$ cat config.mk
export PLATFORM = sky130hd
export DESIGN_NAME = uart_tx_arb
export DESIGN_NICKNAME = d
export VERILOG_FILES = /design/src/rtl/uart_tx_arb_pkg.sv /design/src/rtl/uart_tx_arb_rr_arbiter.sv /design/src/rtl/uart_tx_arb.sv
export SDC_FILE = /design/constraint.sdc
export NUM_CORES = 1
export LEC_CHECK = 0
export CORE_ASPECT_RATIO = 1.4
export CORE_MARGIN = 5
export CORE_UTILIZATION = 30
export CTS_CLUSTER_DIAMETER = 60
export DETAILED_ROUTE_END_ITERATION = 6
export GPL_ROUTABILITY_DRIVEN = 0
export GPL_TIMING_DRIVEN = 0
export HOLD_SLACK_MARGIN = 0.12
export SYNTH_ARGS = -nofsm -noshare
export SYNTH_HDL_FRONTEND = slang
export SYNTH_HIERARCHICAL = 1
export SYNTH_SLANG_ARGS = --single-unit
$ cat constraint.sdc
create_clock -name CLK -period 2.9 [get_ports CLK]
set_clock_uncertainty 0.1 [all_clocks]
set_input_delay 0.87 -clock CLK [delete_from_list [all_inputs] [get_ports CLK]]
set_output_delay 0.87 -clock CLK [all_outputs]
set_load 0.005 [all_outputs]
$ cat src/rtl/uart_tx_arb_pkg.sv
// Shared types and default constants for the UART transmit arbiter.
// Optional feature macro: UART_TX_ARB_GAP_EN adds an inter-frame GAP state.
package uart_tx_arb_pkg;

  localparam int DEF_N_REQ   = 4;
  localparam int DEF_DATA_W  = 8;
  localparam int DEF_BUSY_TO = 15;

`ifdef UART_TX_ARB_GAP_EN
  localparam int DEF_GAP_CYC = 2;

  typedef enum logic [2:0] {
    ST_IDLE,
    ST_LAUNCH,
    ST_WAIT_BUSY,
    ST_WAIT_DONE,
    ST_GAP
  } arb_state_t;
`else
  typedef enum logic [1:0] {
    ST_IDLE,
    ST_LAUNCH,
    ST_WAIT_BUSY,
    ST_WAIT_DONE
  } arb_state_t;
`endif

endpackage

$ cat src/rtl/uart_tx_arb_rr_arbiter.sv
// Round-robin selector: scans requesters starting one past the pointer
// and returns the first active one as a one-hot grant plus its index.
module rr_arbiter
  import uart_tx_arb_pkg::*;
#(
  parameter int N     = DEF_N_REQ,
  parameter int IDX_W = $clog2(DEF_N_REQ)
) (
  input  logic [N-1:0]     req,
  input  logic [IDX_W-1:0] ptr,
  output logic [N-1:0]     grant,
  output logic [IDX_W-1:0] grant_idx
);

  logic             found;
  logic [IDX_W-1:0] cand;

  // Walk the ring from ptr+1 around to ptr itself; first hit wins
  always_comb begin
    grant     = '0;
    grant_idx = '0;
    found     = 1'b0;
    cand      = '0;
    for (int k = 1; k <= N; k++) begin
      cand = IDX_W'((int'(ptr) + k) % N);
      if (!found && req[cand]) begin
        found       = 1'b1;
        grant[cand] = 1'b1;
        grant_idx   = cand;
      end
    end
  end

endmodule

$ cat src/rtl/uart_tx_arb.sv
// Arbitrates several frame requesters onto one UART transmitter.
// Optional feature macro: UART_TX_ARB_GAP_EN inserts GAP_CYC idle cycles
// after each frame before the next grant.
module uart_tx_arb
  import uart_tx_arb_pkg::*;
#(
  parameter int N_REQ   = DEF_N_REQ,
  parameter int DATA_W  = DEF_DATA_W,
`ifdef UART_TX_ARB_GAP_EN
  parameter int GAP_CYC = DEF_GAP_CYC,
`endif
  parameter int BUSY_TO = DEF_BUSY_TO
) (
  input  logic                       CLK,
  input  logic                       RST,
  input  logic [N_REQ-1:0]           req_valid,
  input  logic [N_REQ*DATA_W-1:0]    req_data,
  input  logic [N_REQ-1:0]           req_par_en,
  input  logic [N_REQ-1:0]           req_par_typ,
  output logic [N_REQ-1:0]           req_ack,
  output logic [DATA_W-1:0]          tx_p_data,
  output logic                       tx_par_en,
  output logic                       tx_par_typ,
  output logic                       tx_data_valid,
  input  logic                       tx_busy,
  output logic [$clog2(N_REQ)-1:0]   grant_id,
  output logic                       arb_busy,
  output logic                       err_timeout
);

  localparam int IDX_W = $clog2(N_REQ);
  localparam int TO_W  = $clog2(BUSY_TO + 1);

  arb_state_t        state, state_nxt;
  logic [N_REQ-1:0]  win_onehot;
  logic [IDX_W-1:0]  win_idx;
  logic              grant_ok;
  logic              busy_timeout;
  logic [TO_W-1:0]   to_cnt;
  logic [DATA_W-1:0] sel_data;
  logic              sel_par_en;
  logic              sel_par_typ;

  rr_arbiter #(
    .N     (N_REQ),
    .IDX_W (IDX_W)
  ) u_rr (
    .req       (req_valid),
    .ptr       (grant_id),
    .grant     (win_onehot),
    .grant_idx (win_idx)
  );

  assign grant_ok     = (state == ST_IDLE) && !tx_busy && (|req_valid);
  assign busy_timeout = (state == ST_WAIT_BUSY) && !tx_busy &&
                        (to_cnt == TO_W'(BUSY_TO - 1));

`ifdef UART_TX_ARB_GAP_EN
  localparam int GAP_W = $clog2(GAP_CYC + 1);
  logic [GAP_W-1:0] gap_cnt;
  logic             gap_done;

  assign gap_done = (state == ST_GAP) && (gap_cnt == GAP_W'(GAP_CYC - 1));

  // Count cycles spent in GAP so the hold length is exact
  always_ff @(posedge CLK) begin
    if (RST)                 gap_cnt <= '0;
    else if (state == ST_GAP) gap_cnt <= gap_cnt + 1'b1;
    else                     gap_cnt <= '0;
  end
`endif

  // Pick out the winning requester's payload and parity controls
  always_comb begin
    sel_data    = '0;
    sel_par_en  = 1'b0;
    sel_par_typ = 1'b0;
    for (int i = 0; i < N_REQ; i++) begin
      if (win_idx == IDX_W'(i)) begin
        sel_data    = req_data[i*DATA_W +: DATA_W];
        sel_par_en  = req_par_en[i];
        sel_par_typ = req_par_typ[i];
      end
    end
  end

  // State register
  always_ff @(posedge CLK) begin
    if (RST) state <= ST_IDLE;
    else     state <= state_nxt;
  end

  // Next-state logic
  always_comb begin
    state_nxt = state;
    case (state)
      ST_IDLE:      if (grant_ok) state_nxt = ST_LAUNCH;
      ST_LAUNCH:    state_nxt = ST_WAIT_BUSY;
      ST_WAIT_BUSY: begin
        if (tx_busy)           state_nxt = ST_WAIT_DONE;
        else if (busy_timeout) state_nxt = ST_IDLE;
      end
`ifdef UART_TX_ARB_GAP_EN
      ST_WAIT_DONE: if (!tx_busy) state_nxt = ST_GAP;
      ST_GAP:       if (gap_done) state_nxt = ST_IDLE;
`else
      ST_WAIT_DONE: if (!tx_busy) state_nxt = ST_IDLE;
`endif
      default:      state_nxt = ST_IDLE;
    endcase
  end

  // Strobes and status; reset suppresses the strobes in the same cycle
  always_comb begin
    req_ack       = (grant_ok && !RST) ? win_onehot : '0;
    tx_data_valid = (state == ST_LAUNCH) && !RST;
    arb_busy      = (state != ST_IDLE);
  end

  // Latch the winner's frame at grant time and hold it until the next grant
  always_ff @(posedge CLK) begin
    if (RST) begin
      tx_p_data  <= '0;
      tx_par_en  <= 1'b0;
      tx_par_typ <= 1'b0;
      grant_id   <= IDX_W'(N_REQ - 1);
    end else if (grant_ok) begin
      tx_p_data  <= sel_data;
      tx_par_en  <= sel_par_en;
      tx_par_typ <= sel_par_typ;
      grant_id   <= win_idx;
    end
  end

  // Watch for tx_busy after a launch; a miss sets the sticky error
  always_ff @(posedge CLK) begin
    if (RST) begin
      to_cnt      <= '0;
      err_timeout <= 1'b0;
    end else begin
      if (state == ST_WAIT_BUSY && !tx_busy && !busy_timeout)
        to_cnt <= to_cnt + 1'b1;
      else
        to_cnt <= '0;
      if (busy_timeout)
        err_timeout <= 1'b1;
    end
  end

endmodule

## After elaboration in Yosys (flattened, before gate mapping)

Cells that the tools add are included.
W data, S select, Z words.

- Output and inout port bits: 19
- Logic and storage cells: 105
- Input bits: 47
- Register bits: 19

- Mux-type cells: 45
- Reduce and logical (&&, ||, !) cells: 26
- Order comparisons: 8
- Bitwise operators: 4
- Eq/ne operators: 10
- Add/sub/neg operators: 5

Operators by type and width:

| cell | count |
|---|---|
| $mux W8 | 4 |
| $mux W4 | 5 |
| $mux W1 | 19 |
| $mux W2 | 8 |
| $logic_and A1 B1 Y1 | 14 |
| $lt A2 B3 Y1 const B | 4 |
| $or A4 B4 Y4 | 3 |
| $bmux W1 S2 | 4 |
| $demux W1 S2 | 4 |
| $eq A2 B2 Y1 const B | 4 |
| $ge A2 B1 Y1 const B | 4 |
| $pmux W2 S4 | 1 |
| $logic_not A1 Y1 | 6 |
| $add A2 B1 Y2 const B | 2 |
| $add A2 B2 Y2 const B | 2 |
| $add A4 B1 Y4 const B | 1 |
| $eq A2 B1 Y1 const B | 2 |
| $eq A4 B4 Y1 const B | 1 |
| $logic_not A2 Y1 | 2 |
| $ne A2 B2 Y1 const B | 2 |
| $reduce_or A4 Y1 | 1 |
| $ne A3 B3 Y1 const B | 1 |
| $reduce_and A3 Y1 | 1 |
| $reduce_bool A2 Y1 | 1 |
| 2 further kinds | 2 |

## Depth between registers and ports, before layout

- Word-level depth: 18
- Gate-level depth with buffers: 12
- Mapped depth without buffers: 9

## By module

Netlist, hierarchy kept.

By module, submodules not included:

| module | times used | area each (µm²) | cells an instance |
|---|---|---|---|
| uart_tx_arb | 1 | 1,022.2 | 104 |
| rr_arbiter | 1 | 545.5 | 68 |

## Worst setup path before layout

OpenSTA, ideal clock, no wires.

- Path kind: flip-flop to output port
- From: reg grant_id[0]
- To: out req_ack[0]
- Setup slack: -0.266 ns
- Data required time: 1.930 ns
- Arrival time: 2.196 ns
- Stages on the path, launching flop included: 10
- Cells stage by stage: dfxtp_1 > buf_4 > inv_1 > ha_1 > buf_4 > mux4_2 > nand2_1 > o21ai_0 > a221o_2 > and2_1

- Longest elaborated chain between the ends: 14
- Elaborated cells between the ends (all ways): 49

Ends and longest elaborated chain:

| item | RTL line | RTL |
|---|---|---|
| start: declaration | uart_tx_arb.sv:26 | `output logic [$clog2(N_REQ)-1:0] grant_id,` |
| start signal: assignment | uart_tx_arb.sv:126 | `grant_id <= IDX_W'(N_REQ - 1);` |
| start signal: assignment | uart_tx_arb.sv:131 | `grant_id <= win_idx;` |
| parallel branches: the longest is 12 deep, another holds $lt A2 B3 Y1 | - |  |
| $mux W4 * | uart_tx_arb_rr_arbiter.sv:26 | `if (!found && req[cand]) begin` |
| net win_onehot[0] | uart_tx_arb.sv:35 | `logic [N_REQ-1:0] win_onehot;` |
| $mux W4 * | uart_tx_arb.sv:115 | `req_ack = (grant_ok && !RST) ? win_onehot : '0;` |
| end: declaration | uart_tx_arb.sv:20 | `output logic [N_REQ-1:0] req_ack,` |

Mark *: on every way through the listed nets, which the timed path passes. The select of a mux whose other input is x is not followed.

## Worst setup path after layout

- From: in req_valid[3]
- To: out req_ack[3]

- Longest elaborated chain between the ends: 13
- Elaborated cells between the ends (all ways): 28

Ends and longest elaborated chain:

| item | RTL line | RTL |
|---|---|---|
| start: declaration | uart_tx_arb.sv:16 | `input logic [N_REQ-1:0] req_valid,` |
| $bmux W1 S2 | uart_tx_arb_rr_arbiter.sv:26 |  |
| $mux W1 (not written as such) | uart_tx_arb_rr_arbiter.sv:26 |  |
| $mux W1 | uart_tx_arb_rr_arbiter.sv:26 |  |
| $logic_not A1 Y1 | uart_tx_arb_rr_arbiter.sv:26 |  |
| $logic_and A1 B1 Y1 | uart_tx_arb_rr_arbiter.sv:26 |  |
| $mux W1 | uart_tx_arb_rr_arbiter.sv:26 |  |
| $logic_not A1 Y1 | uart_tx_arb_rr_arbiter.sv:26 |  |
| $logic_and A1 B1 Y1 | uart_tx_arb_rr_arbiter.sv:26 |  |
| $mux W1 | uart_tx_arb_rr_arbiter.sv:26 |  |
| $logic_not A1 Y1 | uart_tx_arb_rr_arbiter.sv:26 |  |
| $logic_and A1 B1 Y1 | uart_tx_arb_rr_arbiter.sv:26 |  |
| $mux W4 * | uart_tx_arb_rr_arbiter.sv:26 |  |
| net win_onehot[3] | uart_tx_arb.sv:35 |  |
| $mux W4 * | uart_tx_arb.sv:115 |  |

The timed path passes the listed nets; every way through them passes the cells marked *. The select of a mux whose other input is x is not followed.

==> metrics.txt <==
HP Class reg -> reg; maximum achievable frequency 295 MHz; worst slew pin tran 617 ps; setup TNS -1890 ps; DRT antenna net count 0; final global-route overflow total 0; initial antenna violation count 0; synthesis-to-finish area growth 71.6%; post-synth top area share 24.3%; Setup Crit Path Kind in -> out; largest family of logic cells by synthesized area compound AO/OA/AOI/OAI gates; io pins 66; min cycle time layout 3390 ps; I/O Buffers 64; hold endpoint to_cnt[0]; leak pwr 1.05 nW; CTS clk-pin slew, worst paths 70 ps; Max transition margin 58.5%; CP cell instances buf_6, buf_6, buf_6, a221oi_4, a211oi_4, buf_4, buf_6, a221o_2, and2_4, buf_6; hold depth 1; residual DRC count 0; post-route cell area 0.00269 mm^2; FF-to-FF End tx_p_data[1]; post-synthesis mux area share 18.6%; WL per Instance 15.4 um; clk root buf clkbuf_8; #FFs+latches synth 19; Worst R2R Path Depth 13; Syn Nets 229; DR iter-0 viols 64; Synth Area in XOR/XNOR 1.12%; TritonCTS clock tree yes; clock buffer depth 2; final worst-path setup slack -487 ps; # setup viols final 4; Max stage delay on crit path 340 ps; area leader, netlist dfxtp_1; num rows 31; post-synth cell types 43; initial core utilization 30.6%; vias per cell 5.27; Die Width 71.1 um; dpl cells 302; WL final 5130 um; pin count of the biggest net entering global routing 13; Synth area leaders dfxtp_1, mux4_2, ha_1; Peak VDD IR 0.000167 V; number of global-route vias before repair 1635; Syn Inst Count 172; status finished with violations; crit path launch req_valid[3]; CP delay by family, top compound AO/OA/AOI/OAI gates; DIE HEIGHT 95.5 um; overall die area 0.00679 mm^2; total power draw 1.08 mW; EDFF count, synth 0; Compound-Gate Fraction of Synth Area 20.9%; Hold Crit Start to_cnt[0]; core area 0.00512 mm^2; Finished Layout Cells 334; ys flop type dfxtp_1; dpl cell area 0.00231 mm^2; MaxCap Viol Count 0; first-pass GRT wire length 7910 um; antenna cells 0; crit-path max FO 6; Required @ worst endpoint 1930 ps; CTS sink cnt 19; Post-Synth Simple-Gate Area 20.4%; Worst R2R Setup Slack 130 ps; Clock Latency Late Sink 250 ps; Final Cycle Share 117%; CTS H-tree depth 1; critical path's slowest cell a221o_2; post-synthesis adder-cell area fraction 7.98%; HPWL Detailed 3740 um; Async S/R FF share, synth 0%; violations in the final reports negative setup slack; YS warnings 6; most used cell, CP buf_6; pins over their slew limit 0; arrival time at the worst endpoint 2420 ps; share of cells above drive strength 1 34.3%; Worst setup EP type output port; R2R Path Start grant_id[0]; # nets final 326; RSZ-0062 raised after global routing true; Buffers & Inverters on Critical Path 6; post-layout util 52.5%; via count 1759; syn avg cell area 9.11 um^2; sequential fraction of the synthesis area 24.3%; Post-Syn Area 0.00157 mm^2; Pwr Density 401 mW/mm^2; CTS Hold Buffers Added 0; Final Hold Viols 0; Critical Path Start Type primary input; GRT Overall Usage 14.7%; total CTS buffers 3; Pre-Repair DR Iteration Count 4
## flip-flops by register name, summed over array words and instances, names as in the netlist
| signal | count |
|---|---|
| tx_par_en | 1 |
| state | 2 |
| tx_par_typ | 1 |
| tx_p_data | 8 |
| to_cnt | 4 |
| err_timeout | 1 |
| grant_id | 2 |
## placed cells by master (no fill, tap or decap), drive strengths merged, types with 4 or more instances in the layout
cell	netlist	layout
clkbuf	6	8
buf	8	45
a21oi	13	13
nand2	13	13
dfxtp	19	19
nor3	4	4
and2	4	4
nand3	11	11
ha	10	10
a221o	4	4
mux4	12	12
nor2b	4	4
o21ai	17	17
clkdlybuf4s50	0	56
nor2	10	10
## stage by stage
stage / setup slack, ps / hold slack [ps]
after floorplan: -129 / 330
after global placement: -1230 / 346
after detailed placement: -1240 / 354
after CTS: -490 / 371
after global routing: -527 / 393
final: -487 / 366
## metal layers
| metal | track usage [%] | part of all wire, % |
|---|---|---|
| met1 | 16.5 | 39 |
| met2 | 28.2 | 55 |
| met3 | 1.16 | 3.7 |
| met4 | 5.96 | 2.5 |
| met5 | 0 | 0 |
## report_power, final
group | switching [mW] | internal, mW | total [mW]
logic | 0.242 | 0.354 | 0.597
registers | 0.0158 | 0.286 | 0.302
clock network | 0.0857 | 0.0954 | 0.181
## what timing repair did
action / in CTS / in global routing
setup endpoints to repair: 15 / 14
gates cloned: 0 / 1
resized for setup: 65 / 12
pin swaps: 8 / 4
buffers inserted: 23 / 4
## area by class of cell
cell class	instances	area, um^2
inverters	4	18.8
repair buffers	92	887
well taps	66	82.6
clock buffers	3	41.3
flip-flops and latches	19	388
plain buffers	14	116
multi-input cells	135	1150
clock inverters	1	5.00
fillers	469	2430
## synthesized netlist by cell type, types with 2 or more instances
| cell | instances |
|---|---|
| ha_1 | 10 |
| nor2_1 | 10 |
| nor3_1 | 4 |
| a22oi_1 | 3 |
| o211ai_1 | 2 |
| nor2b_1 | 4 |
| mux4_2 | 12 |
| inv_1 | 4 |
| a31oi_1 | 2 |
| o21ai_0 | 17 |
| nand3_1 | 11 |
| nand2_1 | 13 |
| dfxtp_1 | 19 |
| buf_6 | 3 |
| buf_4 | 4 |
| clkbuf_1 | 6 |
| and3_1 | 3 |
| a21oi_1 | 13 |
| and2_1 | 4 |
| a211o_1 | 2 |
| a221o_2 | 4 |
## kinds of logic (layout without fill, tap and decap cells)
family | count (synthesis) | in the layout
AO/OA/AOI/OAI | 49 | 49
XOR/XNOR | 2 | 2
multiplexers | 14 | 14
adder cells (fa/ha/maj) | 10 | 10
buffers and inverters | 18 | 114
AND/OR/NAND/NOR | 60 | 60
flip-flops | 19 | 19
## worst max path at each step
stage | end | slack (ps) | depth (start not counted)
4_1_cts | req_ack[1] | -490 | 9
3_3_place_gp | req_ack[1] | -1230 | 8
5_1_grt | req_ack[3] | -530 | 10
3_5_place_dp | req_ack[1] | -1240 | 8
2_1_floorplan | req_ack[0] | -130 | 6
6_report | req_ack[3] | -490 | 10
(Power assumes the default switching activity.)
